### config.mk
export PLATFORM = sky130hd
export DESIGN_NAME = uart_link_ctrl
export DESIGN_NICKNAME = d
export VERILOG_FILES = /design/src/rtl/uart_pkg.sv /design/src/rtl/vs_sync_fifo.sv /design/src/rtl/uart_link_ctrl.sv
export SDC_FILE = /design/constraint.sdc
export NUM_CORES = 1
export LEC_CHECK = 0
export CORE_ASPECT_RATIO = 0.8
export CORE_UTILIZATION = 30
export CTS_CLUSTER_DIAMETER = 40
export DETAILED_ROUTE_END_ITERATION = 6
export PLACE_DENSITY = 0.51
export SETUP_SLACK_MARGIN = 0.02
export SLEW_MARGIN = 15
export SYNTH_ARGS = -nofsm -noshare
export SYNTH_HDL_FRONTEND = slang
export SYNTH_HIERARCHICAL = 1
export SYNTH_SLANG_ARGS = --single-unit
### constraint.sdc
create_clock -name CLK -period 5 [get_ports CLK]
set_input_delay 1 -clock CLK [delete_from_list [all_inputs] [get_ports CLK]]
set_output_delay 1 -clock CLK [all_outputs]
set_load 0.05 [all_outputs]
### src/rtl/uart_pkg.sv
// Shared constants and TX handshake state encoding
// for the UART link controller.
package uart_pkg;

  localparam int RX_DT_W        = 10;
  localparam int RX_DT_PERR_BIT = 8;
  localparam int RX_DT_FERR_BIT = 9;

  typedef enum logic [1:0] {
    S_IDLE = 2'd0,
    S_REQ  = 2'd1,
    S_BUSY = 2'd2
  } tx_state_e;

endpackage

### src/rtl/vs_sync_fifo.sv
// Synchronous FIFO: registered write, show-ahead read,
// full/empty/level flags, synchronous active-low reset.
module vs_sync_fifo #(
  parameter int DEPTH = 16,
  parameter int WIDTH = 8
) (
  input  logic                     i_clk,
  input  logic                     i_rst_n,
  input  logic                     i_push,
  input  logic [WIDTH-1:0]         i_din,
  input  logic                     i_pop,
  output logic [WIDTH-1:0]         o_dout,
  output logic                     o_full,
  output logic                     o_empty,
  output logic [$clog2(DEPTH):0]   o_level
);

  localparam int AW = $clog2(DEPTH);
  localparam int LW = AW + 1;

  logic [WIDTH-1:0] r_mem [DEPTH];
  logic [AW-1:0]    r_wptr;
  logic [AW-1:0]    r_rptr;
  logic [LW-1:0]    r_level;
  logic             w_wr;
  logic             w_rd;

  assign o_full  = (r_level == LW'(DEPTH));
  assign o_empty = (r_level == '0);
  assign o_level = r_level;
  assign o_dout  = r_mem[r_rptr];

  // A push into a full FIFO is allowed when a pop frees a slot
  assign w_wr = i_push && (!o_full || i_pop);
  assign w_rd = i_pop && !o_empty;

  always_ff @(posedge i_clk) begin
    if (!i_rst_n) begin
      r_wptr  <= '0;
      r_rptr  <= '0;
      r_level <= '0;
    end else begin
      if (w_wr) r_wptr <= r_wptr + AW'(1);
      if (w_rd) r_rptr <= r_rptr + AW'(1);
      if (w_wr && !w_rd)      r_level <= r_level + LW'(1);
      else if (!w_wr && w_rd) r_level <= r_level - LW'(1);
    end
  end

  always_ff @(posedge i_clk) begin
    if (w_wr) r_mem[r_wptr] <= i_din;
  end

endmodule

### src/rtl/uart_link_ctrl.sv
// UART echo path: classify received frames, buffer good
// bytes, hand them back to the transmitter one at a time.
module uart_link_ctrl
  import uart_pkg::*;
#(
  parameter int DEPTH = 16,
  parameter int CNT_W = 8
) (
  input  logic                     CLK,
  input  logic                     RST,
  input  logic                     RX_DATA_EN,
  input  logic [RX_DT_W-1:0]       RX_DATA_T,
  input  logic                     TX_RDY_R,
  output logic                     TX_RDY_T,
  output logic [7:0]               TX_DATA_R,
  input  logic                     CLR_CNT,
  output logic [$clog2(DEPTH):0]   FIFO_LEVEL,
  output logic [CNT_W-1:0]         PERR_CNT,
  output logic [CNT_W-1:0]         FERR_CNT,
  output logic [CNT_W-1:0]         OVF_CNT
);

  localparam logic [CNT_W-1:0] CMAX = '1;

  tx_state_e        r_state;
  tx_state_e        w_nstate;
  logic             r_rdy_t;
  logic             w_nrdy_t;
  logic [7:0]       r_data;
  logic [7:0]       w_ndata;
  logic             w_pop;
  logic             w_push;
  logic             w_full;
  logic             w_empty;
  logic [7:0]       w_head;
  logic             w_ferr;
  logic             w_perr;
  logic             w_ovf;
  logic [CNT_W-1:0] r_perr;
  logic [CNT_W-1:0] r_ferr;
  logic [CNT_W-1:0] r_ovf;

  // Frame error outranks parity error
  assign w_ferr = RX_DATA_EN && RX_DATA_T[RX_DT_FERR_BIT];
  assign w_perr = RX_DATA_EN && !RX_DATA_T[RX_DT_FERR_BIT]
                  && RX_DATA_T[RX_DT_PERR_BIT];
  assign w_push = RX_DATA_EN && !RX_DATA_T[RX_DT_FERR_BIT]
                  && !RX_DATA_T[RX_DT_PERR_BIT]
                  && (!w_full || w_pop);
  assign w_ovf  = RX_DATA_EN && !RX_DATA_T[RX_DT_FERR_BIT]
                  && !RX_DATA_T[RX_DT_PERR_BIT]
                  && w_full && !w_pop;

  vs_sync_fifo #(
    .DEPTH (DEPTH),
    .WIDTH (8)
  ) u_fifo (
    .i_clk   (CLK),
    .i_rst_n (RST),
    .i_push  (w_push),
    .i_din   (RX_DATA_T[7:0]),
    .i_pop   (w_pop),
    .o_dout  (w_head),
    .o_full  (w_full),
    .o_empty (w_empty),
    .o_level (FIFO_LEVEL)
  );

  always_ff @(posedge CLK) begin
    if (!RST) begin
      r_state <= S_IDLE;
      r_rdy_t <= 1'b0;
      r_data  <= 8'h00;
    end else begin
      r_state <= w_nstate;
      r_rdy_t <= w_nrdy_t;
      r_data  <= w_ndata;
    end
  end

  always_comb begin
    w_nstate = r_state;
    w_nrdy_t = r_rdy_t;
    w_ndata  = r_data;
    w_pop    = 1'b0;
    unique case (r_state)
      S_IDLE: begin
        if (!w_empty && TX_RDY_R) begin
          w_pop    = 1'b1;
          w_ndata  = w_head;
          w_nrdy_t = 1'b1;
          w_nstate = S_REQ;
        end
      end
      S_REQ: begin
        if (!TX_RDY_R) begin
          w_nrdy_t = 1'b0;
          w_nstate = S_BUSY;
        end
      end
      S_BUSY: begin
        if (TX_RDY_R) w_nstate = S_IDLE;
      end
      default: begin
        w_nrdy_t = 1'b0;
        w_nstate = S_IDLE;
      end
    endcase
  end

  always_ff @(posedge CLK) begin
    if (!RST || CLR_CNT) begin
      r_perr <= '0;
      r_ferr <= '0;
      r_ovf  <= '0;
    end else begin
      if (w_perr && r_perr != CMAX) r_perr <= r_perr + CNT_W'(1);
      if (w_ferr && r_ferr != CMAX) r_ferr <= r_ferr + CNT_W'(1);
      if (w_ovf && r_ovf != CMAX)   r_ovf  <= r_ovf + CNT_W'(1);
    end
  end

  assign TX_RDY_T  = r_rdy_t;
  assign TX_DATA_R = r_data;
  assign PERR_CNT  = r_perr;
  assign FERR_CNT  = r_ferr;
  assign OVF_CNT   = r_ovf;

endmodule
Yosys cells after proc, flatten, opt, wreduce, memory -nomap -nowiden
Memory sizes are Yosys's and may differ from the RTL's. A register that Yosys moved wholly into a read port is not among the register bits. Cells that the tools add are included.

Register bits: 40. Output and inout port bits: 38. Memories kept: 1. Input port bits: 15. RAM bits: 128.

Memories: u_fifo.r_mem (words 16, bits a word 8, read ports 1, clocked after Yosys merged registers in 1, write ports 1, RTL line vs_sync_fifo.sv:21) `logic [WIDTH-1:0] r_mem [DEPTH];`.

Equality and inequality tests: 9. Multiplexer cells: 13. Reduce and logical (&&, ||, !) cells: 32. Bitwise operators: 1. Add/sub/neg operators: 7.

Operators with widths (number): 8-bit by 1-bit adder with 8-bit output (second input constant) (3); 8-bit != test (second input constant) (3); 1-bit logical AND (15); 5-bit two-way mux (2); 1-bit logical NOT (9); 4-bit by 1-bit adder with 4-bit output (second input constant) (2); 1-bit two-way mux (6); 2-bit two-way mux (3); 2-bit != test (second input constant) (3); 2-bit case mux with 3 select lines (1); 3-bit AND reduction (2); 5-bit by 1-bit adder with 5-bit output (second input constant) (1); 5-bit equality test (second input constant) (1); 5-bit logical NOT (1); 5-bit by 1-bit subtractor with 5-bit output (second input constant) (1); 1-bit case mux with 3 select lines (1); 2-bit by 1-bit equality test with 1-bit output (second input constant) (1); 2-bit equality test (second input constant) (1); 2-bit logical NOT (1); 1-bit logical OR (2); 2-bit AND reduction (1); 2-bit nonzero test (1); 1-bit inverter (1).

Depth between registers and ports, before layout
Depth after elaboration: 12. Mapped depth: 14. Mapped depth without buffers: 12.

Cells and area by module
Netlist, hierarchy kept.

Modules (own cells, without submodules): vs_sync_fifo (instances 1, cells each 309, area an instance 5768.0 um^2, seq. area each 4184.0 um^2); uart_link_ctrl (instances 1, cells each 197, area an instance 1644.1 um^2, seq. area each 700.7 um^2).

Worst setup path after synthesis
No wires, ideal clock.

Path kind: flip-flop to flip-flop. Start: reg u_fifo.r_level[0], in the netlist u_fifo/o_level[0]. End: reg u_fifo.r_level[3], in the netlist u_fifo/o_level[3]. Slack: 0.975 ns. Arrival time: 3.962 ns. Setup time: 0.063 ns. Stages on the path, launching flop included: 15. Required time: 4.937 ns. Path buffers: 2. Cells stage by stage: dfxtp_1 > or4_4 > buf_6 > nor2_1 > or4b_4 > clkbuf_1 > a21boi_0 > o31a_2 > ha_1 > inv_1 > ha_1 > a21o_2 > a21oi_1 > or4b_2 > nand3_1.

Longest elaborated chain between the ends: 11.

RTL lines: start, declared (RTL line vs_sync_fifo.sv:24) `logic [LW-1:0] r_level;`; start signal, assigned (RTL line vs_sync_fifo.sv:45) `if (w_wr && !w_rd) r_level <= r_level + LW'(1);`; start signal, assigned (RTL line vs_sync_fifo.sv:46) `else if (!w_wr && w_rd) r_level <= r_level - LW'(1);`; 5-bit logical NOT * (RTL line vs_sync_fifo.sv:29) `assign o_empty = (r_level == '0);`; via w_empty (RTL line uart_link_ctrl.sv:34) `logic w_empty;`; 1-bit logical NOT * (RTL line uart_link_ctrl.sv:88) `if (!w_empty && TX_RDY_R) begin`; 1-bit logical AND * (RTL line uart_link_ctrl.sv:88); 1-bit two-way mux * (RTL line uart_link_ctrl.sv:88); 1-bit two-way mux * (RTL line uart_link_ctrl.sv:86) `unique case (r_state)`; 1-bit logical OR * (RTL line uart_link_ctrl.sv:49) `&& (!w_full || w_pop);`; 1-bit logical AND * (RTL line uart_link_ctrl.sv:49); via w_push (RTL line uart_link_ctrl.sv:32) `logic w_push;`; 1-bit logical AND * (RTL line vs_sync_fifo.sv:34) `assign w_wr = i_push && (!o_full || i_pop);`; via u_fifo.w_wr (RTL line vs_sync_fifo.sv:25) `logic w_wr;`; 1-bit logical NOT (RTL line vs_sync_fifo.sv:46); 1-bit logical AND (RTL line vs_sync_fifo.sv:46); 2-bit nonzero test (no line).

Mark *: on every way through the listed nets, which the timed path passes. The rest lies on a longest branch. The select of a mux whose other input is x is not followed. A chain may end at the register's enable or synchronous reset.

Worst setup path after layout
Start: in TX_RDY_R. End: reg u_fifo.r_level[3], in the netlist u_fifo/o_level[3].

Longest elaborated chain between the ends: 9.

RTL lines: start, declared (RTL line uart_link_ctrl.sv:13) `input logic TX_RDY_R,`; 1-bit logical AND * (RTL line uart_link_ctrl.sv:88); 1-bit two-way mux * (RTL line uart_link_ctrl.sv:88); 1-bit two-way mux * (RTL line uart_link_ctrl.sv:86); 1-bit logical OR * (RTL line uart_link_ctrl.sv:49); 1-bit logical AND * (RTL line uart_link_ctrl.sv:49); via w_push (RTL line uart_link_ctrl.sv:32); 1-bit logical AND * (RTL line vs_sync_fifo.sv:34); via u_fifo.w_wr (RTL line vs_sync_fifo.sv:25); 1-bit logical NOT (RTL line vs_sync_fifo.sv:46); 1-bit logical AND (RTL line vs_sync_fifo.sv:46); 2-bit nonzero test (no line).

Mark *: on every way through the listed nets, which the timed path passes. The rest lies on a longest branch.

==> results.toml <==
[clock_tree]
hold_buffers = 0
clock-sinks = 180
ctsResizeCount = 0
cts_htree_levels = 4
cts_buffers = 17
worstSkewPairLatency_ns = 0.42
cts_buffer_depth = 2
cts_tree = "yes"
cts_root_buf = "clkbuf_16"
post_cts_buffers = 0
clk_pin_slew_ns = 0.07

[global_route]
grt_antenna_before_repair = 0
grt_overflow = 0
grt_pass1_wl_um = 25400
grtUsageTotal = 0.136
grt_pass1_vias = 4343
grt_max_degree = 33

[yosys]
synth.net_count = 534
syn_inst = 506
ys_top_cells_by_area = "edfxtp_1 52%, dfxtp_1 14%, mux4_2 9.7%"
synth-seq-cells = 180
synth_top_area_frac = 0.519
synth_edf_count = 128
yosysTopAreaCell = "edfxtp_1"
avgSynthCellArea_um2 = 14.6
yosysWarnings = 6
syn_area_um2 = 7410
synth_cell_types = 54
synth_ff_type = "edfxtp_1"
async_flop_share = 0
ys_seq_area_frac = 0.659

[setup_path]
cp_cell_sequence = "clkdlybuf4s50_1, or4b_4, a21boi_0, o31a_2, ha_1, inv_1, ha_1, a21o_2, a21oi_1, or4b_2, nand3_1"
cp-start-kind = "input port"
path_common_cell = "ha_1"
crit_path_end_kind = "flop"
path_delay_family = "simple AND/OR/NAND/NOR gates"
critPathSlowestCell = "or4b_2"
crit_type = "in -> reg"
worstPathRequired_ns = 5.37
slowest_delay_ns = 0.60
arrival_ns = 4.41
cp.buffers_inverters = 2
cp_max_fo = 13

[detailed_routing]
dr.pass1.iters = 5
vias = 4436
post_drt_wl_per_cell_um = 18.6
drc = 0
drt_iter0_drc = 314
wl_um = 16500
antenna_left = 0
viasPerCell = 4.99

[layout]
seqCellArea_um2 = 4890
syn_to_final_growth_pct = 19.0
drive_above_1_share = 0.138
multiInputGateArea_um2 = 2380
num-fill-cells = 2260
fin_cells = 889
antennaDiodeCount = 0
final_area_um2 = 8820
final_nets = 587

[die]
start_util = 0.305
num_io_pins = 53
die_area_um2 = 25300
die_y_um = 143
die_x_um = 178
rows = 51
core-area_um2 = 24300

[place]
place_ws_ns = 0.484
port_buffers = 52
placed_area_um2 = 8270
dp_hpwl_um = 11200
place_inst = 858
gp_congestion = 0.806

[timing]
setup_viol = 0
worst_slew_pin_slew_ns = 0.905
hold_slack_ns = 0.484
slew_headroom = 0.395
hold_violations = 0
rsz0062_at_grt = "no"
setup_ws_ns = 0.956
tns_ns = 0
min_period_ns = 4.04
timing.fmax_ghz = 0.247
finalCritPeriodShare = 0.809
maxSlewViolCount = 0
fin_skew_ns = 0.0103

[power_and_ir_drop]
leakage_nw = 2.78
switching_share = 0.289
pwr-share-comb = 0.191
p_per_area_nw_per_um2 = 418
power.switching_mw = 1.06
p_seq_frac = 0.465
p_int_mw = 2.62
vdd_drop_max_mv = 0.204
clkPwrFrac = 0.344

[min_path]
hp-class = "reg -> reg"

[run]
max-cap-violations = 0

[status]
status = "complete, no violations"
-- logic make-up after synthesis --
kind of cell | after synthesis | synth area share
XOR/XNOR | 9 | 0.0106
buffers and inverters | 34 | 0.0201
flip-flops | 180 | 0.659
AO/OA/AOI/OAI | 73 | 0.0701
AND/OR/NAND/NOR | 157 | 0.109
multiplexers | 40 | 0.108
adder cells (fa/ha/maj) | 13 | 0.0230
-- cells in the mapped netlist (all sizes together) (4+ instances only) --
master  number
edfxtp     128
dfxtp       52
nand2       45
mux4        32
nor2        30
nand3       18
a22oi       16
clkbuf      14
ha          12
o21ai       12
a21oi       11
nor3        11
buf         10
a21boi       9
and2         9
inv          9
mux2i        8
a31oi        7
nand4        7
nor2b        7
xnor2        6
a211oi       5
and3         4
nand2b       4
o31ai        4
or4          4
-- stage by stage --
stage               power [mW]  utilization
floorplan                 2.25            -
global placement          2.44        0.340
detailed placement        2.46        0.340
CTS                       3.72        0.363
global route              3.83        0.363
finish                    3.68        0.363
-- registers in the layout (all words and copies together), names as in the netlist, named ones only --
signal / flops
u_fifo/r_mem: 128
FERR_CNT: 8
OVF_CNT: 8
PERR_CNT: 8
TX_DATA_R: 8
u_fifo/o_level: 5
u_fifo/r_rptr: 4
u_fifo/r_wptr: 4
r_state: 2
TX_RDY_T: 1
-- power groups by stage --
stage               Clock (mW)  Combinational, mW  Sequential [mW]
global placement             0              0.695             1.75
finish                    1.27              0.703             1.71
detailed placement           0              0.708             1.75
floorplan                    0              0.416             1.83
global route              1.34              0.765             1.73
CTS                       1.29              0.712             1.72
-- path summary, 6_finish.rpt --
path | start | endpoint | slack [ns] | cells after the start
setup reg to reg | u_fifo/o_level[0]$_SDFFE_PN0P_ | u_fifo/o_level[3]$_SDFFE_PN0P_ | 1.16 | 12
setup / recovery | TX_RDY_R | u_fifo/o_level[3]$_SDFFE_PN0P_ | 0.96 | 11
hold / removal | TX_DATA_R[4]$_SDFFE_PN0P_ | TX_DATA_R[4]$_SDFFE_PN0P_ | 0.48 | 2
hold reg to reg | TX_DATA_R[4]$_SDFFE_PN0P_ | TX_DATA_R[4]$_SDFFE_PN0P_ | 0.48 | 2
-- cells in the final DEF, fill, tap and decap left out, types with 5 or more instances in the layout --
master	count
and2_1	9
a21oi_1	11
o21ai_0	11
mux4_2	32
clkdlybuf4s50_1	52
edfxtp_1	128
nor3_1	11
ha_1	12
nand2_1	44
a211oi_1	5
nor2_1	30
nor2b_1	7
xnor2_1	6
dfxtp_1	50
buf_4	6
nand4_1	7
inv_1	9
a31oi_1	7
mux2i_1	8
clkbuf_16	17
a22oi_1	16
nand3_1	18
a21boi_0	9
-- worst min-delay path, stage by stage, from the launching register on --
cell	delay, ns
dfxtp_1	0.32
nand2_1	0.05
a21boi_0	0.07
-- metal layers --
layer	GRT usage	vias to the layer above	wire length [µm]
li1	-	2063	-
met1	0.196	2259	7940
met2	0.200	92	7490
met3	0.0294	22	815
met4	0.0522	0	280
met5	0	-	0
-- layout make-up --
cell class,count,area share
timing repair buffer,58,0.0641
sequential,180,0.554
clock inverter,14,0.0145
multi-input combinational,292,0.270
inverter,10,0.00426
tap,318,0.0451
clock buffer,17,0.0482
Note: power is estimated with default switching activity, not from simulation.
==> edit 1 (same settings) <==
The parameter `CNT_W` goes from 8 to 10.
--- a/src/rtl/uart_link_ctrl.sv
+++ b/src/rtl/uart_link_ctrl.sv
@@ -6,3 +6,3 @@
   parameter int DEPTH = 16,
-  parameter int CNT_W = 8
+  parameter int CNT_W = 10
 ) (
Ports: changed (resized FERR_CNT, OVF_CNT and PERR_CNT); port bits go from 53 to 59. No check against the original RTL was run, so the function may have changed too.
==> edit 1 against the original RTL <==
  * First-iteration DRC count shrank 0.64%
  * Sequential cell count grew 6
  * Maximum frequency grew 4.0%
  * Synthesized cell count grew 6.5%
  * Setup slack gained 160 ps
  * Area after synthesis grew 4.4%
  * Utilization grew 0.22 points
  * Cell area grew 4.7%
  * Routed wire length grew 5.2%
  * Total power grew 1.6%
  * Sequential power grew 3%
  * Worst hold slack gained 4.8 ps
  * Critical path depth grew 2
  * Largest cell class unchanged
  * Highest routed layer unchanged
==> edit 1: results (changes against the original RTL) <==
Status
  – Status: finished clean (unchanged)

Yosys
  – Fraction of registers with async set/reset: 0% (unchanged)
  – Syn_nets: 567 (was 534)
  – Seq/Total Area, Yosys: 64.7% (was 65.9%)
  – EDFF count, synth: 128 (unchanged)
  – Yosys warns: 6 (unchanged)
  – Yosys cell types: 60 (was 54)
  – Most instantiated cells after synthesis: edfxtp_1 (128), dfxtp_1 (58), nand2_1 (48), mux4_2 (32), nor2_1 (28) (was edfxtp_1 (128), dfxtp_1 (52), nand2_1 (44), mux4_2 (32), nor2_1 (30))
  – Synth Flop Type: edfxtp_1 (unchanged)
  – Synth area leaders: edfxtp_1 (50%), dfxtp_1 (15%), mux4_2 (9.3%) (was edfxtp_1 (52%), dfxtp_1 (14%), mux4_2 (9.7%))

Route
  – WL per Instance: 18.6 um (about the same)
  – DR pass1 iterations: 4 (was 5)
  – DR vias/cell: 5.07 (was 4.99)
  – Initial detailed-routing violation count: 312 (was 314)

GRT
  – First-pass GRT wire length: 27500 um (was 25400 um)
  – Largest net degree at the start of global routing: 33 (unchanged)
  – Number of global-route vias before repair: 4683 (was 4343)
  – Initial antenna violation count: 0 (unchanged)
  – Global Route Usage Sum: 13.8% (was 13.6%)

Cells and area
  – Largest register FFs: 128 (unchanged)
  – Register bank with the most flops: u_fifo/r_mem (unchanged)
  – Nets: 627 (was 587)
  – Filler cells: 2353 (was 2260)
  – Antenna diodes: 0 (unchanged)
  – Layout cells sized above 1: 13.6% (was 13.8%)

Clock tree
  – Setup Fix Bufs, Post-CTS: 0 (unchanged)
  – H-tree depth: 4 (unchanged)
  – Post-CTS sizing: 0 (unchanged)
  – Cts bufs inserted: 17 (unchanged)
  – Worst-Skew Late Latency: 430 ps
  – Longest Clk Path Bufs: 2 (unchanged)
  – Clock Pin Slew Worst Setup and Hold Paths: 70 ps (about the same)
  – Clk root buf: clkbuf_16 (unchanged)

Floorplanning
  – DIE WIDTH: 182 um (was 178 um)

Place
  – HPWL Detailed: 11800 um (was 11200 um)
  – Quantity of I/O buffers inserted on ports: 58 (was 52)
  – Gpl congestion: 0.770 (was 0.806)

Timing
  – Clock Skews: 12.4 ps (was 10.3 ps)
  – Slew Limit Headroom: 25.7% (was 39.5%)

Power and ir drop
  – Leakage power: 2.92 nW (was 2.78 nW)
  – Peak VDD IR: 0.254 mV (was 0.204 mV)
  – Power density over the cells: 405 nW/um^2 (was 418 nW/um^2)

Worst setup path
  – Worst reg2reg path depth: 13 (was 12)
  – Slowest Stage Delay on Critical Path: 640 ps (was 600 ps)
  – Crit path arrival time: 4250 ps (was 4410 ps)
  – Slowest cell on crit path: or4_4 (was or4b_2)
  – Crit path max-delay family: simple AND/OR/NAND/NOR gates (unchanged)
  – Max FO, Critical Path: 14 (was 13)

Hold path
  – Hold Path Class: register to register (unchanged)
  – Hold path cells: 2 (unchanged)
-- edit 1: path summary, 6_finish.rpt --
check / start / to / slack (ps)
hold / removal: TX_DATA_R[2] / TX_DATA_R[2] / 490
hold reg to reg: TX_DATA_R[2] / TX_DATA_R[2] / 490
setup reg to reg: u_fifo/o_level[0] / u_fifo/o_level[4] / 1110
setup / recovery: u_fifo/o_level[0] / u_fifo/o_level[4] / 1110
-- edit 1: final cells by class --
class / instances / area [um^2] / share of cell area [%]
timing repair buffer: 65 / 633 / 6.85
sequential: 186 / 5010 / 54.2
tap: 324 / 405 / 4.39
clock inverter: 15 / 138 / 1.49
multi-input combinational: 318 / 2590 / 28.0
clock buffer: 17 / 425 / 4.61
inverter: 11 / 42.5 / 0.461
-- edit 1: cells by family (layout without fill, tap and decap cells) --
logic type      after synthesis  count (layout)  share of synthesized area (%)
compound gates               85              85                           8.05
xor+xnor                     11              11                           1.24
fa+ha+maj                    13              13                           2.20
buf+inv                      35             108                           1.94
flops                       186             186                           64.7
mux                          38              38                           10.1
simple gates                171             171                           11.8
-- edit 1: power by group --
| group | switching, mW | internal [mW] |
|---|---|---|
| Combinational | 0.432 | 0.279 |
| Clock | 0.618 | 0.656 |
| Sequential | 0.0639 | 1.69 |
-- edit 1: metal layers --
layer  global-route usage, %  up-vias  routed length (um)  part of all wire (%)
li1                        -     2214                   -                     -
met1                    20.0     2426                8480                    49
met2                    20.9       90                7970                    46
met3                    2.75       12                 753                   4.3
met4                    3.94        0                 185                   1.1
met5                       0        -                   0                     0
-- edit 1: worst reg2reg max path, cell delays in order, from the launching register on --
cell,delay [ps]
dfxtp_1,380
or4_4,640
nor2_1,150
or4b_1,420
clkinv_2,350
o31ai_4,400
inv_1,80
ha_1,220
inv_1,160
ha_1,300
a21oi_1,220
a211oi_1,110
a31oi_1,200
mux2i_1,190
-- edit 1: per-stage QoR --
stage / instances / cell area [um^2] / setup WS, ps
6_report: 936 / 9240 / 1110
5_1_grt: 936 / 9240 / 737
4_1_cts: 936 / 9240 / 1100
3_5_place_dp: 904 / 8670 / 851
3_3_place_gp: 904 / 8670 / 866
2_1_floorplan: 539 / 7740 / 955
==> edit 2 (same settings) <==
Without the edit above. Register the output `PERR_CNT` once more, cleared by the reset; this adds one clock of latency there. The other outputs are not delayed to match.
--- a/src/rtl/uart_link_ctrl.sv
+++ b/src/rtl/uart_link_ctrl.sv
@@ -124,3 +124,9 @@
   assign TX_DATA_R = r_data;
-  assign PERR_CNT  = r_perr;
+  always_ff @(posedge CLK) begin
+    if (!RST) begin
+      PERR_CNT <= '0;
+    end else begin
+      PERR_CNT <= r_perr;
+    end
+  end
   assign FERR_CNT  = r_ferr;
Check against the original RTL: not equivalent (Yosys sat finds a counterexample within 4 cycles, from zero or initial values and one cycle with RST low).
==> edit 2 against the original RTL <==
  * Count of clock-buffer cells in the layout stayed put
  * Cell area rose by 3.1%
  * Via count grew 0.70%
  * Total power grew 3.6%
  * Critical endpoint unchanged
  * Sequential share of layout area increased by 0.12 points
  * Die area up 3.1%
  * Register-to-register slack worse by 20 ps
  * Area after synthesis increased by 3.1%
  * Sequential cell count grew 8
  * Routed wire length up 2.2%
  * Clock skew hardly changed
  * Setup slack better by 180 ps
==> edit 2: results (changes against the original RTL) <==
Route
  – Post-Route WL: 16900 um (was 16500 um)
  – DR vias/cell: 4.91 (was 4.99)
  – Initial detailed-routing violation count: 433 (was 314)

GRT
  – First-pass GRT wire length: 26700 um (was 25400 um)
  – Initial antenna violation count: 0 (unchanged)
  – Number of global-route vias before repair: 4467 (was 4343)
  – Global Route Usage Sum: 13.8% (was 13.6%)
  – Largest net degree at the start of global routing: 33 (unchanged)

Cells and area
  – Largest register FFs: 128 (unchanged)
  – Nets: 606 (was 587)
  – Layout cells sized above 1: 13.5% (was 13.8%)
  – Non-filler cells, final: 909 (was 889)
  – Filler cells: 2277 (was 2260)

Power and ir drop
  – Power density over the cells: 420 nW/um^2 (was 418 nW/um^2)
  – Peak VDD IR: 0.255 mV (was 0.204 mV)
  – Leakage power: 2.90 nW (was 2.78 nW)

Place
  – Pre-CTS setup slack: 795 ps (was 484 ps)
  – Placed cell areas: 8510 um^2 (was 8270 um^2)
  – Placed cells: 877 (was 858)
  – HPWL Detailed: 11400 um (was 11200 um)
  – Gpl congestion: 0.793 (was 0.806)

Yosys
  – Seq/Total Area, Yosys: 66.0% (was 65.9%)
  – Most instantiated cells after synthesis: edfxtp_1 (128), dfxtp_1 (60), nand2_1 (44), mux4_2 (32), nor2_1 (22) (was edfxtp_1 (128), dfxtp_1 (52), nand2_1 (44), mux4_2 (32), nor2_1 (30))
  – EDFF count, synth: 128 (unchanged)
  – Yosys cell types: 53 (was 54)
  – Syn avg cell area: 14.6 um^2 (about the same)
  – Syn_nets: 552 (was 534)
  – Synth area leaders: edfxtp_1 (50%), dfxtp_1 (16%), mux4_2 (9.4%) (was edfxtp_1 (52%), dfxtp_1 (14%), mux4_2 (9.7%))

Hold path
  – Hold path endpoint: TX_DATA_R[6] (was TX_DATA_R[4])
  – Min-delay src: TX_DATA_R[6] (was TX_DATA_R[4])

Timing
  – Slew Limit Headroom: 36.6% (was 39.5%)
  – Clock Skews: 9.93 ps (was 10.3 ps)
  – Final hold slack: 477 ps (was 484 ps)
  – Final setup violating endpoints: 0 (unchanged)

Worst setup path
  – Max FO, Critical Path: 14 (was 13)
  – Worst reg2reg path depth: 13 (was 12)
  – Slowest Stage Delay on Critical Path: 630 ps (was 600 ps)
  – Reg2reg setup slack: 1140 ps (was 1160 ps)
  – Crit path arrival time: 4230 ps (was 4410 ps)
  – Worst r2r dst: u_fifo/o_level[3] (unchanged)
  – Slowest cell on crit path: or4_4 (was or4b_2)
  – Reg-to-reg startpoint: u_fifo/o_level[0] (unchanged)

Clock tree
  – CTS Hold Bufs: 0 (unchanged)
  – Worst-Skew Late Latency: around 430 ps
  – Clk root buf: clkbuf_16 (unchanged)
  – Longest Clk Path Bufs: 2 (unchanged)

Status
  – Status: finished clean (unchanged)
-- edit 2: cell types whose count changed after synthesis, sizes merged, moves of 3 or more --
cell   change
a21oi      +3
nor2       -8
nor4       -3
mux2i      -4
dfxtp      +8
and3       +6
nand3      -3
and2      +10
-- edit 2: kinds of logic after synthesis --
group | Yosys count | share of synthesized area [%]
flip-flops | 188 | 66.0
multiplexers | 36 | 9.95
adder cells (fa/ha/maj) | 13 | 2.23
XOR/XNOR | 10 | 1.15
AO/OA/AOI/OAI | 82 | 7.61
AND/OR/NAND/NOR | 159 | 11.0
buffers and inverters | 36 | 2.08
-- edit 2: power breakdown --
group,switching [mW],internal [mW]
clock network,0.615,0.706
logic,0.419,0.287
registers,0.0805,1.71
-- edit 2: final cells by class --
type	count	area share [%]
flip-flops and latches	188	55.5
multi-input cells	300	26.8
repair buffers	60	6.39
clock buffers	17	4.68
well taps	318	4.38
clock inverters	15	1.73
inverters	11	0.454
-- edit 2: worst max-delay path by stage --
stage / startpoint / endpoint / slack, ps
after CTS: u_fifo/o_level[0] / u_fifo/o_level[3] / 1120
final: u_fifo/o_level[0] / u_fifo/o_level[3] / 1140
after global placement: TX_RDY_R / u_fifo/o_level[3] / 840
after detailed placement: TX_RDY_R / u_fifo/o_level[3] / 790
after global routing: u_fifo/o_level[0] / u_fifo/o_level[4] / 790
after floorplan: u_fifo/o_level[0] / u_fifo/o_level[3] / 940
-- edit 2: layer usage --
metal	track usage (%)	wire (um)	vias to the layer above
met5	0	0	-
met4	3.78	160	0
met3	3.20	846	10
met2	20.5	7540	90
met1	20.0	8340	2237
li1	-	-	2130
